### config.mk
export PLATFORM = sky130hd
export DESIGN_NAME = if_trace_collector
export DESIGN_NICKNAME = d
export VERILOG_FILES = /design/src/rtl/if_trace_pkg.sv /design/src/rtl/ift_sync_fifo.sv /design/src/rtl/if_trace_collector.sv
export SDC_FILE = /design/constraint.sdc
export NUM_CORES = 2
export LEC_CHECK = 0
export ABC_CLOCK_PERIOD_IN_PS = 92200
export CORE_MARGIN = 1
export CORE_UTILIZATION = 29
export DETAILED_ROUTE_END_ITERATION = 12
export GPL_ROUTABILITY_DRIVEN = 1
export SLEW_MARGIN = 10
export SYNTH_ARGS = -nofsm -noshare
export SYNTH_HDL_FRONTEND = slang
export SYNTH_SLANG_ARGS = --single-unit
### constraint.sdc
create_clock -name clk -period 92.2 [get_ports clk]
set_clock_uncertainty 0.2 [all_clocks]
set_input_delay 27.66 -clock clk [delete_from_list [all_inputs] [get_ports clk]]
set_output_delay 27.66 -clock clk [all_outputs]
set_load 0.05 [all_outputs]
### src/rtl/if_trace_pkg.sv
// Shared types for the instruction-fetch trace collector: record layouts and FIFO sizing.
package if_trace_pkg;

   localparam int IFT_ADDR_W          = 32;
   localparam int IFT_DATA_W          = 32;
   localparam int IFT_CNT_W           = 32;
   localparam int IFT_MAX_OUTSTANDING = 4;
   localparam int IFT_OUT_DEPTH       = 8;
   localparam int IFT_INFL_PTR_W      = $clog2(IFT_MAX_OUTSTANDING);
   localparam int IFT_OUT_PTR_W       = $clog2(IFT_OUT_DEPTH);

   typedef struct packed {
      logic [IFT_ADDR_W-1:0] addr;
      logic [IFT_DATA_W-1:0] instr;
      logic [IFT_CNT_W-1:0]  req_start;
      logic [IFT_CNT_W-1:0]  req_end;
      logic [IFT_CNT_W-1:0]  res_start;
      logic [IFT_CNT_W-1:0]  res_end;
   } ift_record_t;

   typedef struct packed {
      logic [IFT_ADDR_W-1:0] addr;
      logic [IFT_CNT_W-1:0]  req_start;
      logic [IFT_CNT_W-1:0]  req_end;
      logic [IFT_CNT_W-1:0]  res_start;
   } ift_pending_t;

endpackage

### src/rtl/ift_sync_fifo.sv
// Synchronous FIFO with extra-MSB pointers; a push while full is accepted only alongside a pop.
module ift_sync_fifo #(
   parameter int WIDTH = 8,
   parameter int DEPTH = 4
) (
   input  logic                     clk,
   input  logic                     rst,
   input  logic                     push,
   input  logic                     pop,
   input  logic [WIDTH-1:0]         wdata,
   output logic [WIDTH-1:0]         rdata,
   output logic                     full,
   output logic                     empty,
   output logic [$clog2(DEPTH):0]   count
);

   localparam int PW = $clog2(DEPTH);

   logic [WIDTH-1:0] mem_r [DEPTH];
   logic [PW:0]      wptr_r;
   logic [PW:0]      rptr_r;
   logic             do_push_s;
   logic             do_pop_s;

   always_comb begin
      do_pop_s  = pop & ~empty;
      do_push_s = push & (~full | do_pop_s);
   end

   assign empty = (wptr_r == rptr_r);
   assign full  = (wptr_r[PW] != rptr_r[PW]) && (wptr_r[PW-1:0] == rptr_r[PW-1:0]);
   assign count = wptr_r - rptr_r;
   assign rdata = mem_r[rptr_r[PW-1:0]];

   // Storage is cleared on reset so the head reads as zero until the first push.
   always_ff @(posedge clk or posedge rst) begin
      if (rst) begin
         wptr_r <= '0;
         rptr_r <= '0;
         for (int i = 0; i < DEPTH; i++) begin
            mem_r[i] <= '0;
         end
      end else begin
         if (do_push_s) begin
            mem_r[wptr_r[PW-1:0]] <= wdata;
            wptr_r <= wptr_r + (PW+1)'(1);
         end
         if (do_pop_s) begin
            rptr_r <= rptr_r + (PW+1)'(1);
         end
      end
   end

endmodule

### src/rtl/if_trace_collector.sv
// Snoops the instruction-memory bus and emits one timestamped record per completed fetch.
// Optional IFT_DROP_COUNT_EN adds a saturating drop_count output.
module if_trace_collector
   import if_trace_pkg::*;
#(
   parameter int ADDR_WIDTH      = IFT_ADDR_W,
   parameter int DATA_WIDTH      = IFT_DATA_W,
   parameter int CNT_WIDTH       = IFT_CNT_W,
   parameter int MAX_OUTSTANDING = IFT_MAX_OUTSTANDING,
   parameter int OUT_DEPTH       = IFT_OUT_DEPTH
) (
   input  logic                               clk,
   input  logic                               rst,
   input  logic                               instr_req,
   input  logic                               instr_gnt,
   input  logic [ADDR_WIDTH-1:0]              instr_addr,
   input  logic                               instr_rvalid,
   input  logic [DATA_WIDTH-1:0]              instr_rdata,
   input  logic [CNT_WIDTH-1:0]               counter,
   output logic                               trace_valid,
   input  logic                               trace_ready,
   output ift_record_t                        trace_data,
   output logic [$clog2(MAX_OUTSTANDING):0]   inflight_count,
   output logic                               overflow,
   output logic                               proto_err
`ifdef IFT_DROP_COUNT_EN
   ,
   output logic [15:0]                        drop_count
`endif
);

   logic                            req_open_r;
   logic [CNT_WIDTH-1:0]            req_start_r;
   ift_pending_t                    pend_s;
   ift_pending_t                    head_s;
   ift_record_t                     rec_s;
   logic                            infl_push_s;
   logic                            infl_pop_s;
   logic                            infl_full_s;
   logic                            infl_empty_s;
   logic                            out_pop_s;
   logic                            out_full_s;
   logic                            out_empty_s;
   logic [$clog2(OUT_DEPTH):0]      out_count_unused;
   logic                            gnt_drop_s;
   logic                            rv_drop_s;
   logic                            ovf_drop_s;

   // A grant's own entry is not poppable in the same cycle, so rvalid on an empty queue is dropped.
   always_comb begin
      infl_push_s = instr_req & instr_gnt;
      infl_pop_s  = instr_rvalid & ~infl_empty_s;
      out_pop_s   = trace_valid & trace_ready;
      gnt_drop_s  = infl_push_s & infl_full_s & ~infl_pop_s;
      rv_drop_s   = instr_rvalid & infl_empty_s;
      ovf_drop_s  = infl_pop_s & out_full_s & ~out_pop_s;

      pend_s.addr      = instr_addr;
      pend_s.req_start = req_open_r ? req_start_r : counter;
      pend_s.req_end   = counter;
      pend_s.res_start = counter;

      rec_s.addr      = head_s.addr;
      rec_s.instr     = instr_rdata;
      rec_s.req_start = head_s.req_start;
      rec_s.req_end   = head_s.req_end;
      rec_s.res_start = head_s.res_start;
      rec_s.res_end   = counter;
   end

   // Tracks the start of a request that is waiting for its grant.
   always_ff @(posedge clk or posedge rst) begin
      if (rst) begin
         req_open_r  <= 1'b0;
         req_start_r <= '0;
      end else if (infl_push_s) begin
         req_open_r <= 1'b0;
      end else if (instr_req && !req_open_r) begin
         req_open_r  <= 1'b1;
         req_start_r <= counter;
      end else if (!instr_req) begin
         req_open_r <= 1'b0;
      end
   end

   ift_sync_fifo #(
      .WIDTH ($bits(ift_pending_t)),
      .DEPTH (MAX_OUTSTANDING)
   ) u_infl_fifo (
      .clk   (clk),
      .rst   (rst),
      .push  (infl_push_s),
      .pop   (infl_pop_s),
      .wdata (pend_s),
      .rdata (head_s),
      .full  (infl_full_s),
      .empty (infl_empty_s),
      .count (inflight_count)
   );

   ift_sync_fifo #(
      .WIDTH ($bits(ift_record_t)),
      .DEPTH (OUT_DEPTH)
   ) u_out_fifo (
      .clk   (clk),
      .rst   (rst),
      .push  (infl_pop_s),
      .pop   (out_pop_s),
      .wdata (rec_s),
      .rdata (trace_data),
      .full  (out_full_s),
      .empty (out_empty_s),
      .count (out_count_unused)
   );

   assign trace_valid = ~out_empty_s;

   // Sticky loss indicators, cleared only by reset.
   always_ff @(posedge clk or posedge rst) begin
      if (rst) begin
         overflow  <= 1'b0;
         proto_err <= 1'b0;
      end else begin
         if (ovf_drop_s) begin
            overflow <= 1'b1;
         end
         if (gnt_drop_s || rv_drop_s) begin
            proto_err <= 1'b1;
         end
      end
   end

`ifdef IFT_DROP_COUNT_EN
   // At most one drop cause can fire per cycle, so a single increment suffices.
   always_ff @(posedge clk or posedge rst) begin
      if (rst) begin
         drop_count <= 16'h0000;
      end else if ((ovf_drop_s || gnt_drop_s || rv_drop_s) && (drop_count != 16'hFFFF)) begin
         drop_count <= drop_count + 16'h0001;
      end
   end
`endif

endmodule

* Word-level counts from Yosys, hierarchy flattened
Cells that the tools add are included.
** Word-level totals
- Logic and storage cells :: 87
- Bits in read-only memories :: 0
- Bits in latches :: 0
- Input port bits :: 102
- Output and inout port bits :: 198
- Bits in registers :: 2097
- RAM bits :: 0
- Memories kept :: 0
** Cells by class
- Mux-type cells :: 16
- $lt $le $gt $ge :: 6
- Multipliers :: 0
- Reductions and logical operators :: 8
- Shift-type cells :: 0
- Divide/modulo/power cells :: 0
- $add $sub $neg :: 5
- Bitwise operators :: 25
- Equality and inequality tests :: 7
** Operators by type and width (number)
- bitwise mux 1536 bit :: 1
- binary-select mux 192 bit (select 3 bit) :: 1
- demux 192 bit (select 3 bit) :: 1
- 2-to-1 mux 192 bit :: 3
- bitwise mux 512 bit :: 1
- 2-to-1 mux 128 bit :: 3
- binary-select mux 128 bit (select 2 bit) :: 1
- demux 128 bit (select 2 bit) :: 1
- 2-to-1 mux 32 bit :: 1
- AND 1 bit :: 12
- adder 4 x 1 -> 4 bit (second input constant) :: 2
- greater-or-equal comparator 4 bit (second input constant) :: 2
- inverter 3 -> 4 bit :: 2
- inverter 1 bit :: 7
- adder 3 x 1 -> 3 bit (second input constant) :: 2
- == test 3 bit :: 2
- greater-or-equal comparator 3 bit (second input constant) :: 2
- inverter 2 -> 3 bit :: 2
- logical AND 1 bit :: 5
- == test 4 bit :: 1
- less-than comparator 4 x 1 -> 1 bit (second input constant) :: 1
- less-than comparator 3 x 1 -> 1 bit (second input constant) :: 1
- 2-to-1 mux 1 bit :: 3
- inequality test 3 x 1 -> 1 bit (second input constant) :: 1
- 7 further kinds :: 9

* Logic depth before layout (Yosys ltp)
- Word-level depth :: 6
- Gate-level depth with buffers :: 12
- Gate-level depth less buffers :: 6

* Hierarchy
A second synthesis with hierarchy kept.
** Unflattened totals
- Cell total of the unflattened synthesis :: 5792
- Area, all modules :: 94624.5 µm²
** By module, submodules not included
- ift_sync_fifo at u_out_fifo :: area an instance 70253.6 µm², times used 1, cells an instance 4391, seq. area each 38637.1 µm²
- ift_sync_fifo at u_infl_fifo :: area an instance 22633.0 µm², times used 1, cells an instance 1283, seq. area each 12962.4 µm²
- if_trace_collector :: area an instance 1737.9 µm², times used 1, cells an instance 118, seq. area each 875.8 µm²

* Worst setup path before layout
Ideal clock, no wire load.
- Path kind :: reg-to-output
- Start point :: reg u_out_fifo.rptr_r[0]
- End point :: out trace_data[64] (netlist bit)
- Data required time :: 64.340 ns
- Data arrival time :: 2.640 ns
- Buffers on the path :: 4
- Setup slack :: 61.700 ns
- Stages on the path, launching flop included :: 7
- Cell sequence :: dfrtp_1 > clkbuf_1 > clkbuf_1 > buf_1 > mux4_2 > mux2_2 > buf_4
** RTL lines
- from (decl) :: line ift_sync_fifo.sv:21 : logic [PW:0] rptr_r;
- from (signal assigned) :: line ift_sync_fifo.sv:49 : rptr_r <= rptr_r + (PW+1)'(1);
- to (decl) :: line if_trace_collector.sv:22 : output ift_record_t trace_data,

==> run summary <==
### Global routing
- maximum number of pins on one net before global-route repair: 165
- first-pass GRT wire length: 291000 µm
- global route total overflow: 0
- total routing usage reported by global routing: 14.5%
- number of antenna violations at the first check in global routing: 19
- number of global-route vias before repair: 44900

### Critical path
- Startpoint Class: input pin
- category of the most critical setup path: input pin to asynchronous set/reset pin
- crit end category: asynchronous set/reset pin
- critical path peak fanout: 164
- CP arrival: 34390 ps
- worst path required time: 92820 ps

### Cells and area
- layout cells sized above 1: 47.3%
- Net count, final: 4910
- Area growth, synth to finish: 16.7%
- Finished Cell Area: 0.0885 mm²

### Timing
- max-slew violations: 0
- slew of the pin with the lowest slew margin: 1060 ps
- setup violators final: 0
- final hold violation count: 0
- min cycle time layout: 33770 ps
- unrepaired setup endpoints after global routing: no
- Tcrit/Tclk final: 36.6%
- remaining max-slew budget at the tightest pin: 29.5%
- fmax: 0.0296 GHz
- Post-Route Setup TNS: 0 ps

### Drt
- via count: 40600
- Antenna Nets Post-Route: 0
- Detailed Route Iter0 Violations: 1935
- via-per-instance ratio: 4.80
- number of remaining DRC errors: 0
- number of optimization iterations in the first detailed-route pass: 5
- routed wire length: 189000 µm
- final routed wire length divided by cell count: 22.3 µm

### Floorplanning
- Core Box Area: 0.260 mm²
- number of top-level pins: 300
- FP Rows: 187
- starting utilization of the core area: 29.2%
- total die area: 0.264 mm²
- Die Span Y: 514 µm
- Chip Width: 514 µm

### Synthesis
- synthesized netlist cell count: 4605
- Synth Register Bits: 1713
- yosys warns: 0
- register area share after synthesis: 56.5%
- Post-Synthesis Mean Instance Area: 16.5 µm²
- Mapped Nets: 4717
- Synth cell types: 34
- post-synthesis instance area: 0.0759 mm²

### Clock network
- H-tree depth: 4
- post-CTS repair timing setup buffer count: 0
- Hold Buf Count CTS: 0
- Clk Tree Root Cell: clkbuf_16
- clock buffers created by TritonCTS: 189
- cts repair resizes: 0
- clock tree from TritonCTS: built
- sink count of the clock tree: 1713
- clock latency reported for the late side of the worst-skew pair: 870 ps
- number of buffers on the longest clock path: 3
- clock transition at the register clock pins on the worst setup and hold paths after CTS: 60 ps

### Hold path
- Worst Hold Class: register to register

### Outcome
- run status: finished clean

### Placed design
- area after detailed placement: 0.0821 mm²
- placer's final routability congestion estimate: 0.706
- HPWL after detailed placement: 108000 µm
- I/O Buffers: 299

### Run
- number of violations of the max-capacitance limit: 0

sequential cells by signal, indices dropped and copies added, names as in the netlist:
name	flops
req_start_r	32
overflow	1
proto_err	1
u_out_fifo.wptr_r	4
req_open_r	1
u_infl_fifo.rptr_r	3
u_infl_fifo.mem_r	384
u_out_fifo.mem_r	1280
u_out_fifo.rptr_r	4
u_infl_fifo.wptr_r	3
worst max-delay path, cell delays in order:
cell,delay [ps]
clkdlybuf4s50_1,500
inv_8,550
buf_4,830
buf_12,730
buf_4,620
buf_4,710
buf_4,920
buf_6,710
buf_4,800
path summary, 6_finish.rpt:
path	to	depth (start not counted)	slack [ps]	start
hold reg to reg	u_infl_fifo.mem_r[69]$_DFFE_PP0P_	2	270	u_infl_fifo.mem_r[69]$_DFFE_PP0P_
min in group asynchronous	u_out_fifo.mem_r[474]$_DFFE_PP0P_	2	27170	rst
max in group clk	trace_data[99]	6	58520	u_out_fifo.rptr_r[0]$_DFFE_PP0P_
setup / recovery	u_out_fifo.mem_r[1127]$_DFFE_PP0P_	9	58430	rst
setup reg to reg	u_out_fifo.mem_r[1436]$_DFFE_PP0P_	7	87160	u_out_fifo.rptr_r[2]$_DFFE_PP0P_
hold / removal	u_infl_fifo.mem_r[69]$_DFFE_PP0P_	2	270	u_infl_fifo.mem_r[69]$_DFFE_PP0P_
metal layers:
metal / vias up / part of all wire (%) / GRT usage, %
li1: 17400 / - / -
met1: 22400 / 44 / 18.8
met2: 564 / 50 / 24.7
met3: 255 / 3.2 / 2.39
met4: 12 / 2.3 / 4.07
met5: - / 0.036 / 0
placed cells by master, fill, tap and decap left out, types with 2 or more instances in the layout:
| cell type | Yosys | routed |
|---|---|---|
| o211ai_1 | 4 | 4 |
| clkinv_16 | 0 | 10 |
| a2111oi_4 | 6 | 6 |
| xnor2_1 | 7 | 7 |
| or3_1 | 2 | 2 |
| mux4_2 | 416 | 416 |
| clkinvlp_4 | 0 | 3 |
| clkbuf_16 | 0 | 189 |
| inv_16 | 0 | 3 |
| diode_2 | 0 | 11 |
| a211oi_4 | 0 | 2 |
| clkbuf_8 | 0 | 34 |
| inv_6 | 0 | 3 |
| inv_1 | 9 | 8 |
| clkinv_2 | 0 | 33 |
| buf_12 | 0 | 11 |
| bufinv_16 | 0 | 15 |
| o21ai_0 | 128 | 128 |
| clkbuf_1 | 171 | 52 |
| nand2_1 | 133 | 133 |
| mux2_1 | 200 | 200 |
| nand2b_1 | 2 | 2 |
| clkdlybuf4s50_1 | 0 | 299 |
| buf_4 | 74 | 71 |
| a21oi_1 | 3 | 3 |
| nor2_1 | 4 | 4 |
| dfrtp_4 | 0 | 5 |
| clkinv_4 | 0 | 2 |
| nor2b_1 | 3 | 2 |
| xor2_1 | 10 | 10 |
| mux2i_1 | 32 | 32 |
| mux2_2 | 1532 | 1532 |
| ha_1 | 9 | 9 |
| dfrtp_1 | 1713 | 1707 |
final cells by class:
type | count | area (µm²)
fill | 24900 | 171000
sequential | 1713 | 42900
multi-input combinational | 2503 | 31000
clock buffer | 275 | 5390
tap | 3496 | 4370
timing repair buffer | 382 | 3760
clock inverter | 70 | 1060
inverter | 9 | 41.3
antenna | 11 | 27.5
Yosys cell counts:
| cell type | number | area [µm²] |
|---|---|---|
| a211oi_1 | 1 | 7.51 |
| inv_1 | 9 | 33.8 |
| a21oi_1 | 3 | 15.0 |
| nor3_4 | 1 | 16.3 |
| a21bo_2 | 1 | 10.0 |
| nand2_1 | 133 | 499 |
| or3_1 | 2 | 12.5 |
| buf_4 | 74 | 556 |
| nor2b_1 | 3 | 18.8 |
| o21bai_1 | 1 | 7.51 |
| o21ai_0 | 128 | 641 |
| mux2_2 | 1532 | 17300 |
| nand2b_1 | 2 | 12.5 |
| fa_1 | 1 | 20.0 |
| a221o_1 | 1 | 10.0 |
| and2_0 | 1 | 6.26 |
| mux2i_1 | 32 | 320 |
| nand4_1 | 1 | 6.26 |
| nand3b_1 | 1 | 7.51 |
| clkbuf_1 | 171 | 642 |
| buf_1 | 37 | 139 |
| buf_6 | 30 | 338 |
| nor2_1 | 4 | 15.0 |
| ha_1 | 9 | 113 |
| a2111oi_4 | 6 | 165 |
| xnor2_1 | 7 | 61.3 |
| mux4_2 | 416 | 9370 |
| o211ai_1 | 4 | 30.0 |
| a211oi_2 | 2 | 25.0 |
| mux2_1 | 200 | 2250 |
| buf_2 | 68 | 340 |
| xor2_1 | 10 | 87.6 |
| o21ai_2 | 1 | 8.76 |
| dfrtp_1 | 1713 | 42900 |
cell families (layout without fill, tap and decap cells):
family | after synthesis | count (layout) | synth area share [%]
AO/OA/AOI/OAI | 148 | 148 | 1.21
XOR/XNOR | 17 | 17 | 0.196
adder cells (fa/ha/maj) | 10 | 10 | 0.175
buffers and inverters | 389 | 736 | 2.70
flip-flops | 1713 | 1713 | 56.5
multiplexers | 2180 | 2180 | 38.5
other | 0 | 11 | 0
AND/OR/NAND/NOR | 148 | 148 | 0.783
metrics by stage:
stage / hold slack (ps) / setup slack (ps) / std cells / utilization [%]
6_report: 273 / 58430 / 8459 / 34.1
3_5_place_dp: 263 / 56940 / 8103 / 31.6
5_1_grt: 292 / 57420 / 8455 / 34.1
3_3_place_gp: 256 / 57200 / 8103 / 31.6
4_1_cts: 280 / 57870 / 8448 / 34.1
2_1_floorplan: 245 / 15990 / 4605 / -
Power is not shown: default switching activity piles up to over one toggle a cycle in this logic, so the estimate is an artifact.
